### config.mk
export PLATFORM = sky130hd
export DESIGN_NAME = alu_sequencer
export DESIGN_NICKNAME = d
export VERILOG_FILES = /design/src/rtl/alu_sequencer.sv
export SDC_FILE = /design/constraint.sdc
export NUM_CORES = 1
export LEC_CHECK = 0
export CAP_MARGIN = 0
export CORE_ASPECT_RATIO = 1.75
export CORE_MARGIN = 2
export CORE_UTILIZATION = 45
export CTS_BUF_LIST = sky130_fd_sc_hd__clkbuf_4 sky130_fd_sc_hd__clkbuf_8 sky130_fd_sc_hd__clkbuf_16
export CTS_CLUSTER_SIZE = 20
export DETAILED_ROUTE_END_ITERATION = 10
export PLACE_DENSITY = 0.79
export SLEW_MARGIN = 20
export SYNTH_ARGS = -nofsm -noshare
export SYNTH_HDL_FRONTEND = slang
export SYNTH_SLANG_ARGS = --single-unit
### constraint.sdc
create_clock -name i_clk -period 1.7 [get_ports i_clk]
set_input_delay 0.34 -clock i_clk [delete_from_list [all_inputs] [get_ports i_clk]]
set_output_delay 0.34 -clock i_clk [all_outputs]
set_load 0.05 [all_outputs]
### src/rtl/alu_sequencer.sv
// Purpose: loads ALU operands A, B and the opcode from the switches in strict A->B->OP order, then latches the result.
// Latency: a load lands 2 edges after the button is first sampled high; the LEDs and o_done update 1 edge after the opcode load.
// Backpressure: none; a button pulse that the current state does not expect is dropped, and clear wins over every other button.
module alu_sequencer #(
  parameter int NB_DATA = 8,
  parameter int NB_OP   = 6
) (
  input  logic               i_clk,
  input  logic               i_rst_n,
  input  logic [NB_DATA-1:0] i_sw,
  input  logic               i_btn_a,
  input  logic               i_btn_b,
  input  logic               i_btn_op,
  input  logic               i_btn_clr,
  output logic [NB_DATA-1:0] o_dato_a,
  output logic [NB_DATA-1:0] o_dato_b,
  output logic [NB_OP-1:0]   o_op,
  input  logic [NB_DATA-1:0] i_alu_res,
  input  logic               i_alu_carry,
  output logic [NB_DATA-1:0] o_led_res,
  output logic               o_led_carry,
  output logic               o_done,
  output logic [2:0]         o_state
);

  typedef enum logic [2:0] {
    S_WAIT_A  = 3'd0,
    S_WAIT_B  = 3'd1,
    S_WAIT_OP = 3'd2,
    S_EXEC    = 3'd3,
    S_SHOW    = 3'd4
  } state_t;

  // Bit order: {clr, op, b, a}
  logic [3:0] btn_raw;
  logic [3:0] btn_sync1;
  logic [3:0] btn_sync2;
  logic [3:0] btn_prev;
  logic [3:0] btn_pulse;

  logic pulse_a;
  logic pulse_b;
  logic pulse_op;
  logic pulse_clr;

  state_t             state;
  state_t             state_nxt;
  logic [NB_DATA-1:0] dato_a_nxt;
  logic [NB_DATA-1:0] dato_b_nxt;
  logic [NB_OP-1:0]   op_nxt;
  logic [NB_DATA-1:0] led_res_nxt;
  logic               led_carry_nxt;
  logic               done_nxt;

  assign btn_raw   = {i_btn_clr, i_btn_op, i_btn_b, i_btn_a};
  assign btn_pulse = btn_sync2 & ~btn_prev;
  assign pulse_a   = btn_pulse[0];
  assign pulse_b   = btn_pulse[1];
  assign pulse_op  = btn_pulse[2];
  assign pulse_clr = btn_pulse[3];

  // Two-flop synchronizer plus a previous-value flop per button, so that a held button makes a single rising-edge pulse
  always_ff @(posedge i_clk or negedge i_rst_n) begin
    if (!i_rst_n) begin
      btn_sync1 <= '0;
      btn_sync2 <= '0;
      btn_prev  <= '0;
    end else begin
      btn_sync1 <= btn_raw;
      btn_sync2 <= btn_sync1;
      btn_prev  <= btn_sync2;
    end
  end

  // State and every output register update together; reset discards any sequence in progress
  always_ff @(posedge i_clk or negedge i_rst_n) begin
    if (!i_rst_n) begin
      state       <= S_WAIT_A;
      o_dato_a    <= '0;
      o_dato_b    <= '0;
      o_op        <= '0;
      o_led_res   <= '0;
      o_led_carry <= 1'b0;
      o_done      <= 1'b0;
    end else begin
      state       <= state_nxt;
      o_dato_a    <= dato_a_nxt;
      o_dato_b    <= dato_b_nxt;
      o_op        <= op_nxt;
      o_led_res   <= led_res_nxt;
      o_led_carry <= led_carry_nxt;
      o_done      <= done_nxt;
    end
  end

  // Next-state logic: clear wins; otherwise only the pulse the current state expects has any effect
  always_comb begin
    state_nxt     = state;
    dato_a_nxt    = o_dato_a;
    dato_b_nxt    = o_dato_b;
    op_nxt        = o_op;
    led_res_nxt   = o_led_res;
    led_carry_nxt = o_led_carry;
    done_nxt      = 1'b0;

    if (pulse_clr) begin
      state_nxt  = S_WAIT_A;
      dato_a_nxt = '0;
      dato_b_nxt = '0;
      op_nxt     = '0;
    end else begin
      case (state)
        S_WAIT_A: begin
          if (pulse_a) begin
            dato_a_nxt = i_sw;
            state_nxt  = S_WAIT_B;
          end
        end
        S_WAIT_B: begin
          if (pulse_b) begin
            dato_b_nxt = i_sw;
            state_nxt  = S_WAIT_OP;
          end
        end
        S_WAIT_OP: begin
          if (pulse_op) begin
            op_nxt    = i_sw[NB_OP-1:0];
            state_nxt = S_EXEC;
          end
        end
        S_EXEC: begin
          // The ALU inputs come straight from the operand registers, so they have been stable for this whole cycle
          led_res_nxt   = i_alu_res;
          led_carry_nxt = i_alu_carry;
          done_nxt      = 1'b1;
          state_nxt     = S_SHOW;
        end
        S_SHOW: begin
          if (pulse_a) begin
            dato_a_nxt = i_sw;
            state_nxt  = S_WAIT_B;
          end
        end
        default: begin
          state_nxt = S_WAIT_A;
        end
      endcase
    end
  end

  assign o_state = state;

endmodule

; ---- After elaboration in Yosys (flattened, before gate mapping)
; Cells that the tools add are included.
[op_classes]
n_addsub = 0
multipliers = 0
n_div = 0
n_lt_le_gt_ge = 0
eq_ne = 7
shifts = 0
mux = 16
bitwise = 3
reduce_logical = 13
[op_table]
columns = cell, n
row1 = $mux W8, 6
row2 = $mux W6, 3
row3 = $mux W3, 4
row4 = $pmux W3 S4, 1
row5 = $reduce_bool A2 Y1, 6
row6 = $reduce_and A2 Y1, 4
row7 = $eq A3 B2 Y1 const B, 2
row8 = $ne A3 B3 Y1 const B, 2
row9 = $and A4 B4 Y4, 1
row10 = $not A4 Y4, 1
row11 = $eq A3 B1 Y1 const B, 1
row12 = $eq A3 B3 Y1 const B, 1
row13 = $logic_not A3 Y1, 1
row14 = $ne A3 B1 Y1 const B, 1
row15 = $reduce_and A3 Y1, 1
row16 = $mux W1, 2
row17 = $reduce_or A2 Y1, 1
row18 = $not A1 Y1, 1
[totals]
regBits = 47
latch_bits = 0
ram_bits = 0
rom_bits = 0
in_bits = 23
out_inout_bits = 35
elab_cells = 49
memories = 0

; ---- Depth between registers and ports, before layout
[depth]
ltp_word = 5
mapped_depth = 5
depth_no_buf = 3

; ---- Worst setup path before layout
; OpenSTA, ideal clock, no wires.
[synth_timing]
path_kind = register -> register
startpoint = reg state[0] (netlist: o_state[0])
endpoint = reg o_dato_a[0]
setup_time_ns = 0.074
t_arrival_ns = 1.718
required_ns = 1.626
slack_ns = -0.092
stages_incl_launch_ff = 6
n_path_buf = 2
period_less_slack_ns = 1.792
path_cell_list = dfrtp_1 > or4b_1 > buf_6 > and2_4 > buf_6 > o21ai_2
[synth_via]
elab_chain_len = 4
word_cells_on_any_way = 5
classes_between = eq/ne: 1 / reduce/logical: 4
[synth_rtl]
columns = element, line
row1 = "start, declared", 46  ; state_t state;
row2 = "start signal, assigned", 86  ; state <= state_nxt;
row3 = $eq A3 B3 Y1 / $logic_not A3 Y1 (equally long branches), 112  ; case (state)
row4 = $reduce_or A2 Y1 (no line) *, -
row5 = $reduce_bool A2 Y1 (no line) *, -
row6 = $reduce_and A2 Y1 (no line) *, -
row7 = "end signal, assigned", 87  ; o_dato_a <= dato_a_nxt;
row8 = "end, declared", 15  ; output logic [NB_DATA-1:0] o_dato_a,
; Every way passes the cells marked *; elsewhere a longest branch is shown, timed or not.
; A chain may end at the register's enable or synchronous reset.

; ---- Final worst setup path
[layout_timing]
startpoint = reg state[1] (netlist: o_state[1])
endpoint = reg o_dato_b[7]
[layout_via]
elab_chain_len = 3
[layout_rtl]
columns = element, line
row1 = $eq A3 B1 Y1, 112
row2 = $reduce_bool A2 Y1 (no line), -
row3 = $reduce_and A2 Y1 (no line), -
row4 = "end signal, assigned", 88  ; o_dato_b <= dato_b_nxt;
row5 = "end, declared", 16  ; output logic [NB_DATA-1:0] o_dato_b,
; Every way passes these cells.

==> metrics <==
status=complete, no violations; Switching Share=41.7%; DP HPWL=~2800 µm; NumNets Final=between 200 and 250; Clk pin slew, worst setup/hold paths=around 0.080 ns; Synth Warn #=0; Tot GR Track Use=about a fifth; Placer Congestion=between 0.7 and 0.8; minimum clock period after layout=around 1.5 ns; r2r startpoint=o_state[1]; H-tree levels=2; DIE WIDTH=around 50 µm; Final Core Density=between 60% and 70%; IO Count=58; Worst-Skew Late Latency=around 0.29 ns; worst hold path class=input port to asynchronous set/reset pin; CP Launch Type=register; drt total wl=3730 µm; Max Cap Viol=0; CP Data Arrival Time=~1.7 ns; vias in the first global route=1296; maximum fanout along the worst path=8; DR vias=about 1.2k; Comb pwr share=43.0%; final max-slew violation count=0; Max Freq=approximately 0.7 GHz; syn_area_per_cell=between 10 and 15 µm²; postcts setup bufs=0; starting density of the core=between 40 and 50%; R2R setup slack=0.23 ns; largest net degree at the start of global routing=48; number of remaining DRC errors=0; setup_tns=0 ns; area of the die=0.00448 mm²; CP Capture Type=register; CTS tree=built; R2R cell count=3; fin crit share=86.3%; initial antenna violation count=0; wire length of the first global-routing pass=roughly 6100 µm; clk sinks=47; Reg2Reg Capture Point=o_dato_b[7]; vias per cell=5.06; cell area power density=roughly 1600 mW/mm²; number of iterations in the first detailed-routing pass=4; CTS Buffer Depth=2; Post-CTS Resized=0; clk root buf=clkbuf_8; clock share of power=between 10% and 20%; Final Hold Vio Count=0; crit path kind=register to register; Sw Pwr=roughly 0.0017 W; Leakage=about 1.2 nW; cell internal pwr=about 0.0023 W; RSZ-0062 raised after global routing=false; Synthesized Nets=approximately 160; core area=~0.0038 mm²; share of layout cells above drive strength 1=a little over a third; post-synthesis register bit count=47; worst rel slew slack=62.5%; Starting DRT DRC Count=19; synthesized area=0.00178 mm²; wire per inst=15.2 µm; PortBufs=57; # hold bufs at CTS=0; Layout area overhead=36.3%; final setup vio count=0; Final Worst Setup Slack=approximately 0.23 ns; Worst EP required=approximately 1.9 ns; Setup Slack @ Placement=between 0.2 and 0.3 ns; gr ovfl total=0; Die H=around 87 µm; Detail Route Antenna Nets=0; final setup skew=between 0.003 and 0.004 ns; Seq pwr share=between 30% and 40%; Synth cell types=20; Slew @ Worst Pin=roughly 0.56 ns; sequential-to-total area share from yosys stat=66.2%; total CTS buffers=5; # diodes=0; Mapped Cells=approximately 130; Rows=30; VDD IR max=around 1.0 mV
## critical path, cell delays in order, from the launching register on
cell,delay [ns]
dfrtp_2,0.44
nor3b_1,0.27
nand2_1,0.38
mux2i_1,0.29
## cell type report
cell class	instances	area, µm²
fillers	320	1410
well taps	48	60.1
flip-flops and latches	47	1180
clock buffers	8	104
repair buffers	62	515
multi-input cells	81	562
## Yosys cell counts (all sizes together)
master | count | area share, %
dfrtp | 47 | 66
nand2 | 24 | 5.1
mux2i | 14 | 7.9
mux2 | 9 | 5.7
nand3 | 9 | 2.5
o21ai | 8 | 3.9
buf | 3 | 1.5
clkbuf | 3 | 0.63
nand2b | 3 | 1.1
nor2 | 3 | 0.78
nand3b | 2 | 0.85
nor2b | 2 | 0.70
nor3b | 2 | 0.85
a21oi | 1 | 0.28
a31oi | 1 | 0.35
and2 | 1 | 0.49
and4b | 1 | 0.56
or4b | 1 | 0.56
## worst max-delay path by stage
stage,from,depth (start not counted),to
global placement,o_state[0],4,o_dato_a[2]
CTS,o_state[1],3,o_dato_b[7]
floorplan,o_state[0],5,o_dato_a[0]
global route,o_state[1],3,o_dato_b[7]
finish,o_state[1],3,o_dato_b[7]
detailed placement,o_state[1],3,o_dato_b[7]
## power groups by stage
| stage | registers, W | logic, W | clock network [W] |
|---|---|---|---|
| 2_1_floorplan | 0.00234 | 0.000365 | 0 |
| 3_3_place_gp | 0.00154 | 0.00169 | 0 |
| 3_5_place_dp | 0.00155 | 0.00172 | 0 |
| 4_1_cts | 0.00153 | 0.00172 | 0.000756 |
| 5_1_grt | 0.00156 | 0.00179 | 0.000804 |
| 6_report | 0.00153 | 0.00170 | 0.000729 |
## cells by family after synthesis
| logic type | Yosys count | share of synthesized area [%] |
|---|---|---|
| buf+inv | 6 | 2.11 |
| compound gates | 10 | 4.58 |
| mux | 23 | 13.6 |
| flops | 47 | 66.2 |
| simple gates | 48 | 13.5 |
## through the flow
stage	total power, W	instance area [µm²]	std cells	hold slack (ns)
final	0.00396	2420	246	0.120
after global routing	0.00416	2420	246	0.163
after CTS	0.00401	2420	246	0.134
after detailed placement	0.00327	2320	238	0.336
after global placement	0.00323	2320	238	0.335
after floorplan	0.00271	1780	134	0.0444
## placed cells by master (no fill, tap or decap), types with 3 or more instances in the layout
cell type,count
nand2b_1,3
dfrtp_1,45
mux2i_1,14
nand3_1,9
buf_4,40
nand2_1,24
o21ai_2,8
clkbuf_8,7
mux2_2,9
clkdlybuf4s50_1,21
## flip-flops by register name, indices dropped and copies added, names as in the netlist
register     count
o_dato_b         8
o_led_res        8
o_op             6
o_state          3
btn_prev         4
o_dato_a         8
o_done           1
o_led_carry      1
btn_sync2        4
btn_sync1        4
## per-layer routing
metal	part of all wire (%)	global-route usage (%)	wire, µm	up-vias
li1	-	-	-	578
met2	59	34.1	2210	40
met1	34	19.7	1270	618
met4	2.0	8.61	76	0
met5	0	0	0	-
met3	4.8	4.98	178	8
No activity file was read; power rests on OpenSTA's default activity.
